--- config.mk ---
export PLATFORM = sky130hd
export DESIGN_NAME = piso_stuff_serializer
export DESIGN_NICKNAME = d
export VERILOG_FILES = /design/src/rtl/piso_stuff_serializer.sv
export SDC_FILE = /design/constraint.sdc
export NUM_CORES = 1
export LEC_CHECK = 0
export ABC_AREA = 1
export BUFFER_PORTS_ARGS = -buffer_cell sky130_fd_sc_hd__buf_4
export CELL_PAD_IN_SITES_DETAIL_PLACEMENT = 1
export CELL_PAD_IN_SITES_GLOBAL_PLACEMENT = 1
export CORE_MARGIN = 2
export CORE_UTILIZATION = 47
export CTS_BUF_LIST = sky130_fd_sc_hd__clkbuf_4 sky130_fd_sc_hd__clkbuf_8
export DETAILED_ROUTE_END_ITERATION = 12
export GPL_ROUTABILITY_DRIVEN = 1
export MAX_ROUTING_LAYER = met4
export PLACE_DENSITY_LB_ADDON = 0.1
export SYNTH_ARGS = -nofsm -noshare
export SYNTH_HDL_FRONTEND = slang
export SYNTH_SLANG_ARGS = --single-unit
export TNS_END_PERCENT = 20
--- constraint.sdc ---
create_clock -name clk -period 3.5 [get_ports clk]
set_clock_uncertainty 0.05 [all_clocks]
set_input_delay 0.7 -clock clk [delete_from_list [all_inputs] [get_ports clk]]
set_output_delay 0.7 -clock clk [all_outputs]
set_load 0.05 [all_outputs]
--- src/rtl/piso_stuff_serializer.sv ---
// piso_stuff_serializer
//   Parallel-in/serial-out serializer for the USB transmit bit path. Words arrive on a
//   valid/ready handshake into a holding register, move to a shifter, and leave one bit per
//   shift_enable strobe. Optional bit stuffing inserts a 0 after STUFF_RUN consecutive 1s.
//
// Ports
//   clk           in   system clock, rising edge
//   nRST          in   asynchronous active-low reset
//   clear         in   synchronous abort, empties all state without a done pulse
//   shift_enable  in   bit-time strobe, consumes the bit on serial_out
//   data_in       in   parallel word (WIDTH bits)
//   data_valid    in   data_in is valid
//   data_ready    out  holding register empty
//   serial_out    out  current bit, idle value 1
//   stuff_bit     out  current serial_out bit is a stuffed 0
//   busy          out  holding register full, shifter non-empty or stuffed bit pending
//   done          out  one-cycle pulse after the final bit of a transmission is consumed
module piso_stuff_serializer #(
  parameter int unsigned WIDTH     = 8,
  parameter bit          LSB_FIRST = 1'b1,
  parameter bit          STUFF_EN  = 1'b1,
  parameter int unsigned STUFF_RUN = 6
) (
  input  logic             clk,
  input  logic             nRST,
  input  logic             clear,
  input  logic             shift_enable,
  input  logic [WIDTH-1:0] data_in,
  input  logic             data_valid,
  output logic             data_ready,
  output logic             serial_out,
  output logic             stuff_bit,
  output logic             busy,
  output logic             done
);

  localparam int unsigned CW = $clog2(WIDTH + 1);
  localparam int unsigned RW = $clog2(STUFF_RUN + 1);

  localparam logic [CW-1:0] CntFull = CW'(WIDTH);
  localparam logic [CW-1:0] CntOne  = CW'(1);
  localparam logic [RW-1:0] RunLast = RW'(STUFF_RUN - 1);

  logic [WIDTH-1:0] r_hold;
  logic             r_hold_full;
  logic [WIDTH-1:0] r_shift;
  logic [CW-1:0]    r_cnt;
  logic [RW-1:0]    r_run;
  logic             r_stuff_pend;
  logic             r_done;

  logic [WIDTH-1:0] w_hold_d;
  logic             w_hold_full_d;
  logic [WIDTH-1:0] w_shift_d;
  logic [CW-1:0]    w_cnt_d;
  logic [RW-1:0]    w_run_d;
  logic             w_stuff_pend_d;
  logic             w_done_d;

  logic w_head;
  logic w_accept;
  logic w_consume;
  logic w_load;
  logic w_idle_d;

  assign w_head    = LSB_FIRST ? r_shift[0] : r_shift[WIDTH-1];
  assign w_accept  = data_valid && !r_hold_full;
  assign w_consume = shift_enable && ((r_cnt != '0) || r_stuff_pend);

  // Load into an empty shifter, or reload on the edge that consumes the last data bit so
  // the next word follows without an idle bit.
  assign w_load = r_hold_full &&
                  ((r_cnt == '0) || (w_consume && !r_stuff_pend && (r_cnt == CntOne)));

  always_comb begin
    w_hold_d       = r_hold;
    w_hold_full_d  = r_hold_full;
    w_shift_d      = r_shift;
    w_cnt_d        = r_cnt;
    w_run_d        = r_run;
    w_stuff_pend_d = r_stuff_pend;
    w_done_d       = 1'b0;

    if (clear) begin
      w_hold_full_d  = 1'b0;
      w_cnt_d        = '0;
      w_run_d        = '0;
      w_stuff_pend_d = 1'b0;
    end else begin
      if (w_consume) begin
        if (r_stuff_pend) begin
          // Stuffed 0 goes out; the shifter holds still.
          w_stuff_pend_d = 1'b0;
          w_run_d        = '0;
        end else begin
          w_shift_d = LSB_FIRST ? (r_shift >> 1) : (r_shift << 1);
          w_cnt_d   = r_cnt - CntOne;
          if (w_head) begin
            if (STUFF_EN) begin
              if (r_run == RunLast) begin
                w_stuff_pend_d = 1'b1;
                w_run_d        = '0;
              end else begin
                w_run_d = r_run + RW'(1);
              end
            end
          end else begin
            w_run_d = '0;
          end
        end
      end

      if (w_load) begin
        w_shift_d     = r_hold;
        w_cnt_d       = CntFull;
        w_hold_full_d = 1'b0;
      end

      // Accept only happens with an empty holding register, so it never collides with a load.
      if (w_accept) begin
        w_hold_d      = data_in;
        w_hold_full_d = 1'b1;
      end

      if (w_idle_d) begin
        w_run_d = '0;
        if (w_consume) begin
          w_done_d = 1'b1;
        end
      end
    end
  end

  assign w_idle_d = (w_cnt_d == '0) && !w_stuff_pend_d && !w_hold_full_d;

  always_ff @(posedge clk or negedge nRST) begin
    if (!nRST) begin
      r_hold       <= '0;
      r_hold_full  <= 1'b0;
      r_shift      <= '0;
      r_cnt        <= '0;
      r_run        <= '0;
      r_stuff_pend <= 1'b0;
      r_done       <= 1'b0;
    end else begin
      r_hold       <= w_hold_d;
      r_hold_full  <= w_hold_full_d;
      r_shift      <= w_shift_d;
      r_cnt        <= w_cnt_d;
      r_run        <= w_run_d;
      r_stuff_pend <= w_stuff_pend_d;
      r_done       <= w_done_d;
    end
  end

  always_comb begin
    if (r_stuff_pend) begin
      serial_out = 1'b0;
    end else if (r_cnt != '0) begin
      serial_out = w_head;
    end else begin
      serial_out = 1'b1;
    end
  end

  assign stuff_bit  = STUFF_EN && r_stuff_pend;
  assign busy       = r_hold_full || (r_cnt != '0) || r_stuff_pend;
  assign data_ready = !r_hold_full;
  assign done       = r_done;

endmodule

# == Word-level counts from Yosys, hierarchy flattened ==
# Index checks and enable logic that the tools add are counted.
# classes
addsub,2
n_eq_ne,3
n_mux,26
n_bitwise,1
reduce_logical,22
# op_table
operator,count
$mux 8,3
$mux 3,6
$mux 4,4
$mux 1,13
$logic_not 4->1,2
$logic_and 1x1->1,7
$eq 4x1->1 const B,1
$logic_not 1->1,4
$logic_or 1x1->1,4
$reduce_bool 4->1,1
$sub 4x1->4 const B,1
$add 3x1->3 const B,1
$eq 3x3->1 const B,1
$reduce_and 3->1,1
$reduce_bool 3->1,1
$ne 2x1->1 const B,1
$reduce_and 2->1,1
$reduce_bool 2->1,1
$not 1->1,1
# word_totals
ff_bits,26
out_inout_bits,5
wordCells,61

# == Depth between registers and ports, before layout ==
# Gate-level depths: netlist of run 1.
# depth
word_depth,14
ltp_mapped,12

# == Least setup slack after synthesis of run 1 ==
# Ideal clock, no wire load.
# synth_timing
path_kind,flip-flop to output port
from,"register r_stuff_pend, in the netlist stuff_bit"
to,output busy
t_arrival_ps,1329
slack_ps,1421
path_stages_with_launch,3
n_path_buf,0
cell_sequence,dfrtp_1 inv_1 nand4_1
# synth_between
elab_chain_len,1
# synth_lines
element,line,rtl
from (decl),49,logic r_stuff_pend;
from (signal assigned),151,r_stuff_pend <= w_stuff_pend_d;
$logic_or 1x1->1,167,assign busy = r_hold_full || (r_cnt != '0) || r_stuff_pend;
to (decl),33,"output logic busy,"
# Every way passes these cells.

# == Worst setup path after layout of run 1 ==
# layout_timing
from,register r_cnt[0]
to,register r_run[2]
# layout_between
elab_chain_len,14
# layout_lines
element,line,rtl
from (decl),47,logic [CW-1:0] r_cnt;
from (signal assigned),149,r_cnt <= w_cnt_d;
"parallel branches: the longest is 14 deep, another holds $sub 4x1->4",n/a,
to (signal assigned),150,r_run <= w_run_d;
to (decl),48,logic [RW-1:0] r_run;
# Several ways; the timed one is not identified.
# A chain may end at the register's enable or synchronous reset.

==> results of run 1 <==
## through the flow
stage               hold WS (ns)  cell area (um^2)  power [uW]
global route               0.212              1520        1510
CTS                        0.209              1520        1400
global placement           0.417              1490        1230
floorplan                  0.354              1350        1080
finish                     0.206              1520        1370
detailed placement         0.427              1490        1270
## cells in the mapped netlist
library cell	number	share of area (%)
nor2_2	1	0.46
nand4_1	1	0.46
nand2_1	43	12
a21oi_1	1	0.37
nand3_4	1	1.3
o21ai_2	2	1.3
buf_2	1	0.37
xnor2_1	1	0.65
nor2_1	14	3.9
inv_1	25	6.9
o21ai_0	19	7.0
nand3_1	7	2.6
nor3b_1	1	0.55
nand3_2	1	0.74
mux2_2	8	6.7
o21ai_1	1	0.37
dfrtp_1	26	48
ha_1	3	2.8
clkinv_1	1	0.28
buf_6	2	1.7
nand2_2	2	0.92
nor3_1	2	0.74
## metal layers
metal	part of all wire (%)	wire, um	global-route usage [%]
met5	0	0	-
met4	1.4	39	7.31
met3	2.9	79	1.34
met2	54	1490	36.0
met1	42	1140	21.9
## sequential cells by signal, indices dropped and copies added (netlist names)
name	flops
done	1
r_cnt	4
r_hold	8
r_hold_full	1
r_run	3
r_shift	8
stuff_bit	1
## logic make-up (layout without fill, tap and decap cells)
kind of cell / count (synthesis) / count (layout)
AND/OR/NAND/NOR: 73 / 73
buffers and inverters: 29 / 46
flip-flops: 26 / 26
AO/OA/AOI/OAI: 23 / 23
multiplexers: 8 / 8
adder cells (fa/ha/maj): 3 / 3
XOR/XNOR: 1 / 1
## path summary, 6_finish.rpt
kind,end,slack [ns],cells after the start
worst max-delay path,r_run[2]$_DFFE_PN0P_,1.24,10
max in group asynchronous,r_run[2]$_DFFE_PN0P_,2.96,1
worst max register to register,r_run[2]$_DFFE_PN0P_,1.24,10
worst min register to register,r_shift[7]$_DFFE_PN0P_,0.45,2
worst min-delay path,r_hold[2]$_DFFE_PN0P_,0.21,1
min in group clk,r_shift[7]$_DFFE_PN0P_,0.45,2
## worst max-delay path, stage by stage, from the launching register on
cell and delay [ns]:
dfrtp_1 0.37, inv_1 0.10, ha_1 0.26, nand2_2 0.11
nand3_4 0.11, o21ai_1 0.14, nand2_1 0.35, nand2_1 0.25
nand3_1 0.13, nor2_1 0.21, nor2_1 0.07
## power groups by stage
stage | Combinational [uW] | Sequential [uW] | Clock, uW
final | 785 | 466 | 123
after global routing | 891 | 481 | 136
after CTS | 798 | 467 | 131
after detailed placement | 793 | 474 | 0
after global placement | 761 | 468 | 0
after floorplan | 599 | 484 | 0
## layout make-up
cell class,count,area (um^2)
clock buffer,3,22.5
fill,347,1240
inverter,26,97.6
multi-input combinational,108,578
sequential,26,651
tap,31,38.8
timing repair buffer,17,128
==> results.txt, run 1 <==
The analysis attributes to cell leakage a power of slightly above 0.0008 uW. The highest achievable clock rate came out at roughly 440 MHz. The relative area change from synthesis to final layout is 11.9%.

The x dimension of the die is ~58 um. The startpoint identified for the worst register-to-register timing path is r_cnt[0]$_DFF_PN0_. The first routing iteration left 18 violations. The remaining global-route overflow is 0. The simple-gate share of the synthesized area is between 20% and 30%. The required time at the endpoint of the critical path came out at ~3.7 ns. The final hold violation count came out at 0. The total count of max-transition violations in the final report came to 0.

The first-pass GRT wire length came out at 4860 um. The fraction of power spent switching nets is a little under 50%. The timing startpoint of the critical path is r_cnt[0]$_DFF_PN0_.

The cell row count is 19. The post-detailed-route via-to-cell ratio came out at about 5.1. The power dissipated by switching net loads came out at 665 uW.

At the later pin of the worst-skew pair, clock insertion delay measures ~0.32 ns. Cell internal power was estimated by the tool at 709 uW. The share of the synthesized netlist area taken by xor and xnor gates is less than 1%. The clock transition time at the flip-flop clock pins of the worst setup and hold paths is approximately 0.13 ns.

The power per unit of standard cell area came out at between 900 and 1000 nW/um^2. The routed design could run at a clock period as short as roughly 2.3 ns. The critical path in this run is classified as flop to flop. The clock network is responsible for between 8 and 9% of the overall power.

Max-cap violations in this run came to 0. The residual DRC count came out at 0. Headroom to the max-slew limit came out at between 60% and 70%. The detail route stage leaves a number of antenna-violating nets equal to 0.

The library cell used as clock root buffer is clkbuf_4. The total negative setup slack came out at 0 ns. The worst setup path is launched from a flop.

The core outline area came out at 2760 um^2. The post-layout net count came out at around 200. The worst setup path is captured at a flop. The area fraction in compound gates after synthesis is a little under a tenth. The final non-filler cell total is approximately 210.

The path type of the worst min-delay path is primary input to asynchronous set/reset pin. The setup slack after layout came out at roughly 1.2 ns. Once layout is complete, the utilization of the core stands at between 50% and 60%. The net count after synthesis is ~180. The via count of the routed design came out at 1076. The count of port buffers added during placement is 17.

The post-synthesis average cell area is 8.31 um^2. The critical path arrival came out at around 2.4 ns. Summed over all nets, the half-perimeter wirelength after detailed placement is roughly 2200 um. Across every metal layer, demand over resource in global routing totals around a fifth.

The total clock sinks came out at 26. The post-synthesis sequential area ratio came out at approximately half. 18 I/O pins were placed.

The portion of total power attributed to combinational logic came out at between 50 and 60%. In this run, post-CTS hold repair placed 0 buffers. TritonCTS built the clock tree. The initial core utilization came out at a little under 50%. The main combinational cell family by area after synthesis is simple AND/OR/NAND/NOR gates. Setup repair after global routing left no endpoint under its margin. Summing the areas of all fa, ha and maj instances in the mapped netlist gives between 2 and 3% of the synthesized area. The ratio of final minimum period to clock period came out at about two thirds. The post-synthesis register bit count came out at 26. Yosys printed 0 warnings. After clock tree synthesis, the repair step resized 0 gates.

The pre-CTS setup slack came out at about 1.2 ns. Setup violations remaining at the end of the flow were counted as 0. The routed wire length came out at 2750 um. The number of antenna diodes in the final layout is 0. The transition time at the pin with the least slew margin is about 0.57 ns. The netlist uses 22 different library cells. The first-pass detailed-route iteration total came out at 4. Leaving out fill and tap cells, the most frequent cells in the layout are nand2_1 (43), dfrtp_1 (26), inv_1 (25), o21ai_0 (19), buf_4 (17). The number of buffers on the longest clock path came out at 2. The worst IR drop on VDD is around 660 uV. The die footprint came out at ~3300 um^2. The post-synthesis instance total is roughly 160. The pin count of the biggest net entering global routing is 27. Clock tree synthesis inserted a total of 3 buffers. Measured along the y axis, the die boundary spans 57.7 um. The multiplexer area fraction after synthesis came out at roughly 6.7%.

In this run the worst path has a maximum fanout of 20. The cell count after placement is approximately 210. The initial antenna violation count is 0.

The flow ran to the end, and the final reports show no timing, DRC or antenna violations. After detailed routing, the average wire length per cell comes to roughly 13 um. Of the total power, registers draw approximately a third. The post-synthesis cell area came out at between 1000 and 1500 um^2. The H-tree depth is 1. The number of post-CTS setup repair buffers came out at 0. The congestion estimate from routability-driven global placement came to 0.845. The proportion of layout cells with a drive suffix above 1 is between 10% and 20%.

The number of global-route vias before repair is roughly 1100. Leaving out fill and tap cells, the most frequent cell in the layout is nand2_1.
No activity file was read; power rests on OpenSTA's default activity.
==> run 2, diff against run 1 <==
- CORE_UTILIZATION: 47 -> 44
- clock period: 3.5 -> 2.3 ns (I/O delays scaled with it)
==> run 2 against run 1 <==
  * Global-route usage grew 0.47 points
  * Highest routed layer unchanged
  * Clock power grew to 2.5 times the previous value
  * Combinational power increased by 54%
  * Sequential power grew 52%
  * Critical endpoint is now serial_out
  * Via count up 3.5%
  * Core utilization down 2.1 points
==> results.txt, run 2 (same netlist as run 1, synthesis figures left out) <==
Routability-driven placement finished with a final weighted congestion of 0.803. The tree is rooted in a clkbuf_4. The post-layout net count came out at ~200. For this block, the routed nets add up to between 2000 and 3000 um of wire.

In this run the deepest clock path goes through 2 buffers. In this run, post-CTS repair resized a total of 0 instances. Adding up every negative setup slack in the final design gives 0 ns. The total of max-cap violations is 0. TritonCTS built the clock tree. The post-detailed-route via-to-cell ratio is 5.13. The post-route core utilization is between 50% and 60%. The transition time at the pin with the least slew margin came out at between 0.3 and 0.4 ns. The number of buffers added by the clock tree synthesis step came out at 3. Headroom to the max-slew limit came out at between 70% and 80%. The first-pass detailed-route iteration total is 2. The floorplan step defined a core boundary enclosing between 2000 and 3000 um^2. The H-tree depth came out at 1.

The relative area change from synthesis to final layout is 16.2%. The antenna diode count is 0. Summed over all layers, the global routing overflow is 0.

The proportion of layout cells with a drive suffix above 1 came out at 20.7%. The largest registers in the layout are r_hold (8), r_shift (8), r_cnt (4). After clock tree synthesis, the clock-pin slew on the worst setup and hold paths is between 0.1 and 0.15 ns. The launching point of the worst reg2reg path is r_cnt[0]$_DFF_PN0_. The power consumption came out at around 2200 uW.

After layout, the worst path uses between 80 and 90% of the clock period. The total count of max-transition violations in the final report is 0. The initial antenna violation count came to 0. The path type of the worst min-delay path is primary input to flop. VDD sags by at most roughly 690 uV. The reported leakage power is 0.000854 uW. The violation count after the first detailed-routing iteration came out at 22. The kind of critical path is flop to output pin.

The worst hold path was traced through 2 stages. The via count of the routed design is roughly 1100. For this configuration, the core starts out at a cell density of 45.5%. The number of cells on the worst reg-to-reg path came out at 9.

The power per unit of standard cell area is 1410 nW/um^2. The flop-to-flop setup slack is 0.42 ns. The sum of net half-perimeters after detailed placement came out at around 2100 um. The final hold violation count came out at 0. STA classifies the critical path endpoint as an output pin. Setup repair after global routing left no endpoint under its margin. The path with the worst hold slack has its endpoint at r_hold[0]$_DFFE_PN0P_. The signal on the critical path passes through inv_1 > ha_1 > nand3_1 > nand2_1 > buf_4. The final non-filler cell total came out at 217.

The number of global-route vias before repair was around 1200. The total clock sinks came out at 26. The worst setup path is launched from a flop. The number of nets with antenna violations after detailed routing is 0. The critical path arrival came out at about 1.5 ns. The pre-CTS setup slack came out at approximately 0.42 ns.

The boundary pin count came out at 18. The final routed wire length divided by cell count is 12.8 um. Derived from the worst setup path, the maximum achievable clock frequency is between 400 and 500 MHz.

In this run the most critical hold path is launched from data_in[0]. The die height is 59.5 um. The critical register-to-register path endpoint is r_shift[2]$_DFFE_PN0P_. After floorplanning, the core was divided into 20 placement rows. Among all stages on the critical path, the largest delay is contributed by dfrtp_1.

Setup slack on the critical path of the routed design comes to roughly 0.30 ns. The buffer and inverter count on the worst path came out at 2. On the worst path, the slowest cell contributes a delay of 0.40 ns.

The flow ran to the end, and the final reports show no timing, DRC or antenna violations. The category of cells accounting for the largest share of critical-path delay is flip-flops. The top cell types in the final layout, fill and taps aside, are nand2_1 (43), dfrtp_1 (26), inv_1 (25), o21ai_0 (19), buf_4 (19). The residual DRC count came out at 0.

The die footprint came out at between 3000 and 4000 um^2. The maximum fanout along the worst path came out at 5. Entering global routing, the biggest net connects 27 pins. The overall track demand over capacity in global routing came out at ~20%.

The clock latency on the worst-skew pair came out at roughly 0.33 ns. The count of port buffers added during placement came out at 17. The time the final worst path needs with I/O delays and setup came out at roughly 2.0 ns. The library cell used most frequently in the layout, excluding fill and tap cells, is nand2_1. The cell count after placement is 212.

The die is between 50 and 60 um wide. Data on the critical path is required at its endpoint by 1.79 ns. Setup violations remaining at the end of the flow were counted as 0. The first global-routing pass estimated a little over 5000 um of wire.
## run 2: cell types whose count changed in the layout (fill, tap and decap cells not counted)
cell,change
buf_4,+2
dlygate4sd3_1,+1
bufinv_16,+1
## run 2: layer usage
layer	wire length, um	global-route usage (%)	share of wire [%]
met4	73	11.4	2.6
met2	1430	34.4	51
met3	75	1.53	2.7
met1	1200	22.7	43
met5	0	-	0
## run 2: worst max-delay path by stage
stage                        start                endpoint  slack, ns  cells past startpoint
3_3_place_gp    r_cnt[0]$_DFF_PN0_  r_shift[5]$_DFFE_PN0P_       0.52                      9
5_1_grt         r_cnt[1]$_DFF_PN0_              serial_out       0.18                      5
2_1_floorplan  stuff_bit$_DFF_PN0_                    busy       0.46                      2
4_1_cts         r_cnt[0]$_DFF_PN0_              serial_out       0.26                      5
6_report        r_cnt[0]$_DFF_PN0_              serial_out       0.30                      5
3_5_place_dp    r_cnt[0]$_DFF_PN0_  r_shift[5]$_DFFE_PN0P_       0.42                      9
## run 2: repair_timing
| item | in CTS | in global routing |
|---|---|---|
| setup buffers | 0 | 0 |
| hold buffers | 1 | 0 |
| endpoints found under the setup margin | 0 | 0 |
| hold endpoints to repair | 26 | 0 |
## run 2: final cells by class
| cell class | instances | area (um^2) |
|---|---|---|
| flip-flops and latches | 26 | 651 |
| repair buffers | 20 | 153 |
| inverters | 26 | 97.6 |
| multi-input cells | 108 | 578 |
| fillers | 368 | 1410 |
| clock buffers | 3 | 22.5 |
| well taps | 33 | 41.3 |
| clock inverters | 1 | 30.0 |
## run 2: per-stage QoR
stage	instance area [um^2]	hold slack, ns
6_report	1570	0.298
5_1_grt	1570	0.287
4_1_cts	1570	0.282
3_5_place_dp	1510	0.330
3_3_place_gp	1510	0.329
2_1_floorplan	1350	0.114
## run 2: where the power goes
group	leakage (uW)	switching [uW]	internal [uW]
Combinational	0.000493	795	410
Clock	0.0000279	136	177
Sequential	0.000333	88.7	618
==> run 3, diff against run 2 <==
- CORE_UTILIZATION: 44 -> 40
- clock period: 2.3 -> 1.6 ns (I/O delays scaled with it)
==> run 3 against run 2 <==
  * Clock-buffer cell count unchanged
  * Combinational power increased by 130%
  * Total power increased by 95%
  * Routed wire length increased by 26%
  * Cell area increased by 24%
  * First-iteration DRC count increased by 140%
  * Critical endpoint unchanged
  * The flow now finishes with violations (setup timing)
  * Non-clock buffer count increased by 19
  * Cell count increased by 15%
  * Via count increased by 10%
  * Critical path depth unchanged
==> results.txt, run 3 (same netlist as run 1, synthesis figures left out) <==
The run finished, with violations left. The final reports fail on setup timing. Entering global routing, the biggest net connects 27 pins. The library cell used as clock root buffer is clkbuf_4. The antenna diode count is 0. Adding up every negative setup slack in the final design gives -0.591 ns. Summed over all cells, the static leakage comes to 0.00101 uW. The hold path depth came out at 2. The routability congestion estimate is around 0.79.

Across all hold checks on the routed design, the worst slack comes to roughly 0.16 ns. In this run the most used layer during global routing was met2. The violation count after the first detailed-routing iteration is 53. The residual DRC count came out at 0. The x dimension of the die came out at around 62 um. In this run the worst hold path is classified as primary input to flop. The number of buffers on the longest clock path is 2.

The die footprint is roughly 3900 um^2. The placed cell area is approximately 1600 um^2. The number of global-route vias before repair is between 1000 and 1500. The cell row count came out at 21.

Cells fill between 50% and 60% of the core in the end. The overall track demand over capacity in global routing came out at a little under a fifth. The proportion of layout cells with a drive suffix above 1 came out at 45.1%. The remaining global-route overflow is 0. The met2 capacity usage during global routing is 34.5%. The critical path arrival came out at roughly 1.4 ns.

The global routing met1 resource utilization came out at roughly a fifth. The via count of the routed design came out at 1229. The largest registers in the layout are r_hold (8), r_shift (8), r_cnt (4). The initial core utilization is 41.2%. The required time at the endpoint of the critical path came out at 1.23 ns. The post-detailed-route via-to-cell ratio is 4.92. The number of buffers added by the clock tree synthesis step came out at 3. The met3 routing resource usage after global routing came out at around 2%. Detailed placement ended at an HPWL of ~2300 um. The maximum fanout along the worst path came out at 4.

After detailed routing, the total wire length is roughly 3500 um. The total count of max-transition violations in the final report came out at 0. The register area came out at between 600 and 700 um^2.

The relative area change from synthesis to final layout came out at 43.7%. The initial antenna violation count is 0. After routing the design area is around 1900 um^2. Across all register-to-register paths, the minimum setup slack is -0.08 ns. The most critical setup path has its startpoint at r_cnt[1]$_DFF_PN0_. The total of max-cap violations came out at 0. Setup repair after global routing could not meet its margin everywhere. In the layout the commonest cells are buf_4 (31), nand2_1 (30), dfrtp_1 (24), inv_1 (19), nor2_1 (11). Counting the fill cells in the layout gives 380. The area occupied by multi-input gates is between 700 and 800 um^2. The time the final worst path needs with I/O delays and setup came out at between 1.5 and 2 ns. The final hold violation count came out at 0. The number of nets with antenna violations after detailed routing came out at 0. The highest achievable clock rate came out at ~580 MHz. The critical register-to-register path endpoint is r_run[2]$_DFFE_PN0P_. The first-pass detailed-route iteration total came out at 4.

During placement, the flow inserted port buffers numbering 17. The kind of launch point of the worst setup path is a flop. After layout, the worst path uses 107% of the clock period. Counting cells, the worst reg-to-reg path comes to 13. The CTS tree is done.

The clock latency on the worst-skew pair came out at approximately 0.33 ns. Leaving out fill and tap cells, the most frequent cell in the layout is buf_4. The post-layout net count came out at about 220.

The first-pass GRT wire length is about 5500 um. Headroom to the max-slew limit came out at between 70 and 80%. The clock transition time at the flip-flop clock pins of the worst setup and hold paths is between 0.1 and 0.15 ns. Prior to clock tree synthesis, the placed netlist has a worst setup slack of -0.200 ns. The transition time at the pin with the least slew margin is about 0.33 ns. The die is between 60 and 70 um tall. The final routed wire length divided by cell count is roughly 14 um. The critical path is of the flop to output pin type. The most critical setup path has its endpoint at serial_out. The startpoint identified for the worst register-to-register timing path is r_cnt[0]$_DFF_PN0_.

During I/O placement, the number of pins put on the boundary was 18. STA classifies the critical path endpoint as an output pin. The total clock sinks came out at 26. The setup slack after layout came out at -0.120 ns. The core outline area came out at ~3300 um^2.

CTS built an H-tree with a depth of 1. The power per unit of standard cell area is roughly 2200 nW/um^2. The worst IR drop on VDD is 1030 uV.

The number of failing setup endpoints in the final timing report came out at 13.
-- run 3: cell types whose count changed in the layout (fill, tap and decap cells not counted), sizes merged --
cell and change:
buf +19, clkinvlp +1, inv -1, nand2 +1
-- run 3: final cells by class --
cell class,instances,share of cell area (%)
multi-input combinational,109,38.7
sequential,26,33.6
timing repair buffer,39,16.7
inverter,26,5.34
tap,46,2.96
clock inverter,1,1.54
clock buffer,3,1.16
-- run 3: what timing repair did --
item                                    CTS  global route
hold buffers                              1             0
endpoints found under the setup margin   14            18
buffers inserted                          3             3
pin swaps                                10            13
cloned                                    1             0
hold endpoints to repair                 26             0
resized for setup                        29            31
-- run 3: worst max-delay path: stages, from the launching register on --
cell and delay (ns):
dfrtp_1 0.40, inv_2 0.11, ha_4 0.17, nand3_2 0.10
nand2_2 0.10, buf_8 0.14
-- run 3: metrics by stage --
| stage | cells | power [uW] |
|---|---|---|
| after global placement | 238 | 2940 |
| after detailed placement | 238 | 3040 |
| final | 250 | 4340 |
| after CTS | 247 | 3870 |
| after floorplan | 163 | 2410 |
| after global routing | 250 | 4630 |
-- run 3: where the power goes --
part           internal (uW)  switching [uW]  total [uW]  leakage [uW]
logic                   1200            1630        2830      0.000651
clock network            254             201         455     0.0000279
registers                895             159        1050      0.000330
-- run 3: worst min-delay path by stage --
| stage | from | end | slack [ns] |
|---|---|---|---|
| finish | data_in[0] | r_hold[0]$_DFFE_PN0P_ | 0.16 |
| CTS | data_in[0] | r_hold[0]$_DFFE_PN0P_ | 0.16 |
| detailed placement | nRST | r_hold[2]$_DFFE_PN0P_ | 0.20 |
| global placement | nRST | r_hold[2]$_DFFE_PN0P_ | 0.19 |
| floorplan | nRST | done$_DFF_PN0_ | -0.03 |
| global route | data_in[0] | r_hold[0]$_DFFE_PN0P_ | 0.14 |
-- run 3: layer usage --
metal,up-vias,wire length (um)
met4,0,53
met3,7,91
li1,597,-
met2,18,1950
met1,607,1410
met5,-,0
